===== src/rtl/conv_encode.sv =====
// Rate-1/2, K=3 convolutional encoder emitting one 2-bit symbol per clock in 8-symbol byte frames.
// Latency: first symbol one edge after enable starts the stream; user bytes wait in a 2-entry FIFO.
// Backpressure: din_ready drops while the FIFO is full; an empty FIFO at a frame boundary sends FILL_BYTE.
module conv_encode #(
    parameter logic [2:0] G0        = 3'b111,
    parameter logic [2:0] G1        = 3'b101,
    parameter logic [7:0] FILL_BYTE = 8'h00
) (
    input  logic       clock,
    input  logic       reset,
    input  logic       enable,
    input  logic [7:0] din,
    input  logic       din_valid,
    output logic       din_ready,
    output logic [1:0] dout,
    output logic       dout_valid,
    output logic       frame_start,
    output logic       fill
);

    typedef enum logic {
        IDLE = 1'b0,
        RUN  = 1'b1
    } state_t;

    state_t     state;
    state_t     state_next;

    logic [2:0] bit_cnt;
    logic [1:0] enc_state;
    logic [7:0] frame_byte;
    logic       frame_fill;

    // Two-entry byte queue between the user side and the frame loader.
    logic [7:0] fifo_mem [2];
    logic       fifo_wr_ptr;
    logic       fifo_rd_ptr;
    logic [1:0] fifo_count;

    logic       push;
    logic       pop;
    logic       emit;
    logic       load;
    logic [7:0] cur_byte;
    logic       cur_fill;
    logic       cur_bit;
    logic [1:0] cur_state;
    logic [2:0] taps;
    logic       c0;
    logic       c1;

    logic [1:0] dout_next;
    logic       dout_valid_next;
    logic       frame_start_next;
    logic       fill_next;

    // Readiness depends on occupancy alone, so a pop never makes room in the same cycle.
    assign din_ready = (fifo_count != 2'd2);
    assign push      = din_valid && din_ready;

    // A frame byte is taken on the edge that emits counter value 0; the head is popped if present.
    assign emit      = (state == RUN);
    assign load      = emit && (bit_cnt == 3'd0);
    assign pop       = load && (fifo_count != 2'd0);

    // Symbol datapath: a new frame sees the freshly loaded byte with the shift state cleared.
    always_comb begin
        cur_byte  = frame_byte;
        cur_fill  = frame_fill;
        cur_state = enc_state;
        if (load) begin
            cur_byte  = (fifo_count != 2'd0) ? fifo_mem[fifo_rd_ptr] : FILL_BYTE;
            cur_fill  = (fifo_count == 2'd0);
            cur_state = 2'b00;
        end
        cur_bit = cur_byte[3'd7 - bit_cnt];
        taps    = {cur_bit, cur_state};
        c0      = ^(G0 & taps);
        c1      = ^(G1 & taps);
    end

    // State register.
    always_ff @(posedge clock or negedge reset) begin
        if (!reset) begin
            state <= IDLE;
        end else begin
            state <= state_next;
        end
    end

    // Next-state logic: a frame, once begun, always runs to its eighth symbol.
    always_comb begin
        state_next = state;
        case (state)
            IDLE: if (enable) state_next = RUN;
            RUN:  if ((bit_cnt == 3'd7) && !enable) state_next = IDLE;
            default: state_next = IDLE;
        endcase
    end

    // Output decode: symbol and flags while running, all-zero while idle.
    always_comb begin
        dout_next        = 2'b00;
        dout_valid_next  = 1'b0;
        frame_start_next = 1'b0;
        fill_next        = 1'b0;
        if (emit) begin
            dout_next        = {c0, c1};
            dout_valid_next  = 1'b1;
            frame_start_next = (bit_cnt == 3'd0);
            fill_next        = cur_fill;
        end
    end

    // Registered outputs.
    always_ff @(posedge clock or negedge reset) begin
        if (!reset) begin
            dout        <= 2'b00;
            dout_valid  <= 1'b0;
            frame_start <= 1'b0;
            fill        <= 1'b0;
        end else begin
            dout        <= dout_next;
            dout_valid  <= dout_valid_next;
            frame_start <= frame_start_next;
            fill        <= fill_next;
        end
    end

    // Bit counter, encoder shift state and the latched frame byte.
    always_ff @(posedge clock or negedge reset) begin
        if (!reset) begin
            bit_cnt    <= 3'd0;
            enc_state  <= 2'b00;
            frame_byte <= 8'h00;
            frame_fill <= 1'b0;
        end else if (emit) begin
            bit_cnt   <= bit_cnt + 3'd1;
            enc_state <= {cur_bit, cur_state[1]};
            if (load) begin
                frame_byte <= cur_byte;
                frame_fill <= cur_fill;
            end
        end else begin
            bit_cnt   <= 3'd0;
            enc_state <= 2'b00;
        end
    end

    // Queue storage; contents are only meaningful under fifo_count, so no reset is needed.
    always_ff @(posedge clock) begin
        if (push) begin
            fifo_mem[fifo_wr_ptr] <= din;
        end
    end

    // Queue pointers and occupancy; reset empties the queue immediately.
    always_ff @(posedge clock or negedge reset) begin
        if (!reset) begin
            fifo_wr_ptr <= 1'b0;
            fifo_rd_ptr <= 1'b0;
            fifo_count  <= 2'd0;
        end else begin
            if (push) fifo_wr_ptr <= ~fifo_wr_ptr;
            if (pop)  fifo_rd_ptr <= ~fifo_rd_ptr;
            case ({push, pop})
                2'b10:   fifo_count <= fifo_count + 2'd1;
                2'b01:   fifo_count <= fifo_count - 2'd1;
                default: fifo_count <= fifo_count;
            endcase
        end
    end

endmodule


===== config.mk =====
export PLATFORM = sky130hd
export DESIGN_NAME = conv_encode
export DESIGN_NICKNAME = d
export VERILOG_FILES = /design/src/rtl/conv_encode.sv
export SDC_FILE = /design/constraint.sdc
export NUM_CORES = 1
export LEC_CHECK = 0
export ABC_AREA = 1
export CAP_MARGIN = 0
export CORE_MARGIN = 2
export CORE_UTILIZATION = 30
export DETAILED_ROUTE_END_ITERATION = 6
export PLACE_DENSITY = 0.6
export RECOVER_POWER = 100
export SYNTH_ARGS = -nofsm -noshare
export SYNTH_HDL_FRONTEND = slang
export SYNTH_SLANG_ARGS = --single-unit

===== constraint.sdc =====
create_clock -name clock -period 1.95 [get_ports clock]
set_input_delay 0.2925 -clock clock [delete_from_list [all_inputs] [get_ports clock]]
set_output_delay 0.2925 -clock clock [all_outputs]
set_load 0.01 [all_outputs]

# Yosys cells after proc, flatten, opt, wreduce, memory -nomap -nowiden
# Memory sizes are Yosys's and may differ from the RTL's.
# Index checks and enable logic that the tools add are counted.
# totals
wordCells	55
ff_bits	24
ram_bits	16
inputBits	12
n_memories	1
output_inout_bits	6
# memory_table
name	depth	word_bits	rd	rd_ports_with_merged_regs	wr	line	text
fifo_mem	2	8	1	0	1	35	logic [7:0] fifo_mem [2];
# classes
bitwise	3
n_eq_ne	4
n_addsub	4
n_reduce_logical	12
magnitude_cmp	1
muxes	18
# ops
cell	count
8-bit 2-to-1 mux	2
1-bit 2-to-1 mux	9
2-bit 2-to-1 mux	3
3-bit XOR reduction	2
1-bit logical AND	4
3-bit by 4-bit less-than comparator with 1-bit output, second input constant	1
2-bit case mux with 2 select lines	1
2-bit nonzero test	2
3-bit by 1-bit adder with 3-bit output, second input constant	1
1-bit binary-select mux with 3-bit select	1
3-bit equality test, second input constant	1
3-bit zero test	1
3-bit 2-to-1 mux	1
1-bit NOT	3
3-bit subtractor, first input constant	1
2-bit by 1-bit adder with 2-bit output, second input constant	1
2-bit by 1-bit equality test with 1-bit output, second input constant	1
2-bit equality test, second input constant	1
2-bit zero test	1
2-bit != test, second input constant	1
1-bit case mux with 2 select lines	1
2-bit AND reduction	1
2-bit by 1-bit subtractor with 2-bit output, second input constant	1
1-bit zero test	1

# Longest topological paths before layout
# logic_depth
word_depth	7
depth_mapped	13
mapped_depth_nobuf	12

# Worst setup path after synthesis
# Ideal clock, no wire load.
# synth_timing
path_type	register to register
from	reg bit_cnt[0]
to	reg fifo_count[1]
synth_period_minus_slack_ps	1805
arrival_ps	1674
path_slack_ps	145
setup_ps	131
path_stages_with_launch	10
required_ps	1819
n_path_buf	1
cell_sequence	dfrtp_1 inv_2 ha_1 nand3_4 nor2_4 buf_12 ha_1 a21oi_1 o21ai_0 xor2_1
# synth_via
elab_chain_cells	5
elab_cells_between_ends	7
cone_classes	eq/ne (2); mux (1); reduce/logical (4)
# synth_lines
element	line	text
from (decl)	29	logic [2:0] bit_cnt;
from (signal assigned)	138	bit_cnt <= bit_cnt + 3'd1;
3-bit zero test (*)	63	assign load = emit && (bit_cnt == 3'd0);
1-bit logical AND (*)	63	
1-bit logical AND (*)	64	assign pop = load && (fifo_count != 2'd0);
named net pop	41	logic pop;
2-bit by 1-bit equality test with 1-bit output / 2-bit equality test (equally long branches)	166	case ({push, pop})
2-bit case mux with 2 select lines / 2-bit nonzero test (equally long branches)	--	
to (signal assigned)	167	2'b10: fifo_count <= fifo_count + 2'd1;
to (signal assigned)	168	2'b01: fifo_count <= fifo_count - 2'd1;
to (signal assigned)	169	default: fifo_count <= fifo_count;
to (decl)	38	logic [1:0] fifo_count;
# Mark *: on every way through the listed nets, which the timed path passes. The rest lies on a longest branch.
# A chain may end at the register's enable or synchronous reset.

# Worst setup path after layout
# layout_timing
from	reg fifo_count[0]
to	out din_ready
# layout_via
elab_chain_cells	1
# layout_lines
element	line	text
2-bit != test	58	assign din_ready = (fifo_count != 2'd2);
to (decl)	14	output logic din_ready,
# No other way between the ends.

==> reports/qor.yml <==
timing:
  worst_pin_slew_ns: 1.29
  hold_violations: 0
  clock_skew_ns: 0.00722
  final-setup-viol-count: 0
  slew_headroom_pct: 13.8
  rsz0062_at_grt: "no"
  slew_viol_final: 0
  fin_crit_sh_pct: 94.0
  min_period_ns: 1.83
  finalSetupTns_ns: 0
  worst_slack_ns: 0.116
  fin_hold_ws_ns: 0.478
  fmax_ghz: 0.545
layout:
  syn_to_final_growth_pct: 24.7
  diodes: 0
  fill_cells: 566
  final_cell_mix: "nand2_1, dfrtp_1, edfxtp_1"
  drive_gt1_share_pct: 17.9
  layout_commonest_cell: "nand2_1"
  layout.nets: 210
global_route:
  overflow: 0
  grt_use_total_pct: 10.3
  grt_max_degree: 25
  grt_pass1_wl_mm: 4.93
  grt_pass1_vias: 1079
  antenna_found_initial: 0
floorplan:
  row_count: 27
  io_pins: 18
  die_h_um: 79.8
  core-area_sq_um: 5540
  start_util_pct: 31.1
  die_x_um: 79.8
  die-area_sq_um: 6370
setup_path:
  r2r-start: "bit_cnt[1]"
  arrival_ns: 1.54
  crit_path_end_kind: "primary output"
  r2r-end: "dout[0]"
  rr_worst_depth: 13
  rrSetupSlack_ns: 0.15
  startpoint_type: "register"
  path_class: "register to primary output"
  crit_fanout: 5
  crit_required_ns: 1.66
worst_hold_path:
  hp-class: "register to register"
  min_to: "frame_byte[4]"
  worst_hold_path.num_cells: 2
  worstHoldStart: "frame_byte[4]"
clock_network:
  htreeDepth: 2
  cts_buffers: 5
  root_buffer: "clkbuf_8"
  hold_buffers: 0
  cts_tree: "built"
  clk-insertion-delay-late_ns: 0.30
  clk_pin_slew_ns: 0.08
  clock_path_buffers: 2
  clock_sinks: 40
routing:
  drt_wl_total_mm: 2.86
  drt_iter0_drc: 69
  routedWlPerCell_um: 10.7
  vias: 1124
  drc: 0
  vias_per_cell: 4.21
  drt-pass1-iter-count: 4
  antenna_violating_nets_post_route: 0
synth:
  synth-edff-count: 16
  synth_ff_type: "dfrtp_1"
  syn-instance-count: 163
  synthArstFlopShare_pct: 60.0
  ys_seq_area_share_pct: 62.7
  synth_nets: 179
  syn_area_per_cell_sq_um: 10.6
  synthDistinctLibCells: 24
  ys_warn_count: 0
  synthesis.area_sq_um: 1720
  ys_seq_elements: 40
run:
  maxCapViolCount: 0
power_and_ir_drop:
  power_leakage_nw: 0.999
  vdd_drop_max_mv: 0.656
  p_per_area_nw_per_um2: 1620
placed_design:
  dpl.hpwl_mm: 2.04
  pre_cts_ws_ns: 0.121
  portBuffers: 17
  place_congestion: 0.805
outcome:
  status: "complete, no violations"
[critical path, stage by stage (launching register included)]
cell and delay, ns:
dfrtp_1 0.42, or2_2 0.34, clkdlybuf4s50_1 0.48
[cell usage after synthesis, drive strengths merged (2+ instances only)]
cell type | number | area (sq um)
inv | 13 | 48.8
a21oi | 5 | 28.8
buf | 4 | 40.0
ha | 4 | 50.1
dfrtp | 24 | 601
nand3 | 19 | 128
o21ai | 2 | 10.0
nor2 | 12 | 55.1
nand2 | 58 | 235
edfxtp | 16 | 480
xor2 | 2 | 17.5
[routing by layer]
metal / vias up / track usage (%) / routed length (um)
met5: - / 0 / 0
met4: 0 / 4.41 / 48
met3: 6 / 3.62 / 141
met2: 21 / 15.3 / 1280
met1: 507 / 13.6 / 1390
li1: 590 / - / -
[power breakdown]
part           total (mW)  switching [mW]  internal, mW
Combinational        1.49           0.847         0.640
Sequential           1.36           0.161          1.20
Clock               0.631           0.298         0.334
Total                3.48            1.31          2.17
[state kept, by name, summed over array words and instances (netlist names), 2 cells and up]
signal,count
frame_byte,8
dout,2
enc_state,2
fifo_mem,16
fifo_count,2
bit_cnt,3
[per-stage QoR]
stage	power, mW	util [%]	instance area [sq um]	cells
floorplan	2.40	-	1720	163
global placement	2.82	36.4	2020	256
detailed placement	2.83	36.4	2020	256
CTS	3.48	38.4	2130	264
global route	3.80	38.8	2150	267
finish	3.48	38.8	2150	267
[area by class of cell]
class / instances / area [sq um] / area share, %
Clock inverter: 2 / 17.5 / 0.814
Clock buffer: 6 / 93.8 / 4.36
Timing Repair Buffer: 28 / 250 / 11.6
Multi-Input combinational cell: 106 / 569 / 26.5
Sequential cell: 40 / 1080 / 50.3
Inverter: 13 / 48.8 / 2.27
Tap cell: 72 / 90.1 / 4.19
[cells by family after synthesis]
kind of cell             share of synthesized area [%]
AND/OR/NAND/NOR                                   24.6
flip-flops                                        62.7
buffers and inverters                             5.15
AO/OA/AOI/OAI                                     3.12
adder cells (fa/ha/maj)                           2.90
XOR/XNOR                                          1.52
[what timing repair did]
action | 4_1_cts | 5_1_grt
resized for setup | 0 | 5
setup buffers | 0 | 3
endpoints found under the hold margin | 0 | 0
endpoints found under the setup margin | 0 | 3
[worst max path at each step]
| stage | from | endpoint | slack (ns) |
|---|---|---|---|
| final | fifo_count[0] | din_ready | 0.12 |
| after detailed placement | bit_cnt[1] | dout[0] | 0.12 |
| after CTS | bit_cnt[1] | dout[0] | 0.06 |
| after global placement | bit_cnt[1] | fifo_count[1] | 0.16 |
| after global routing | bit_cnt[1] | dout[0] | 0.008 |
| after floorplan | bit_cnt[0] | fifo_count[1] | 0.15 |
Note: power is estimated with default switching activity, not from simulation.
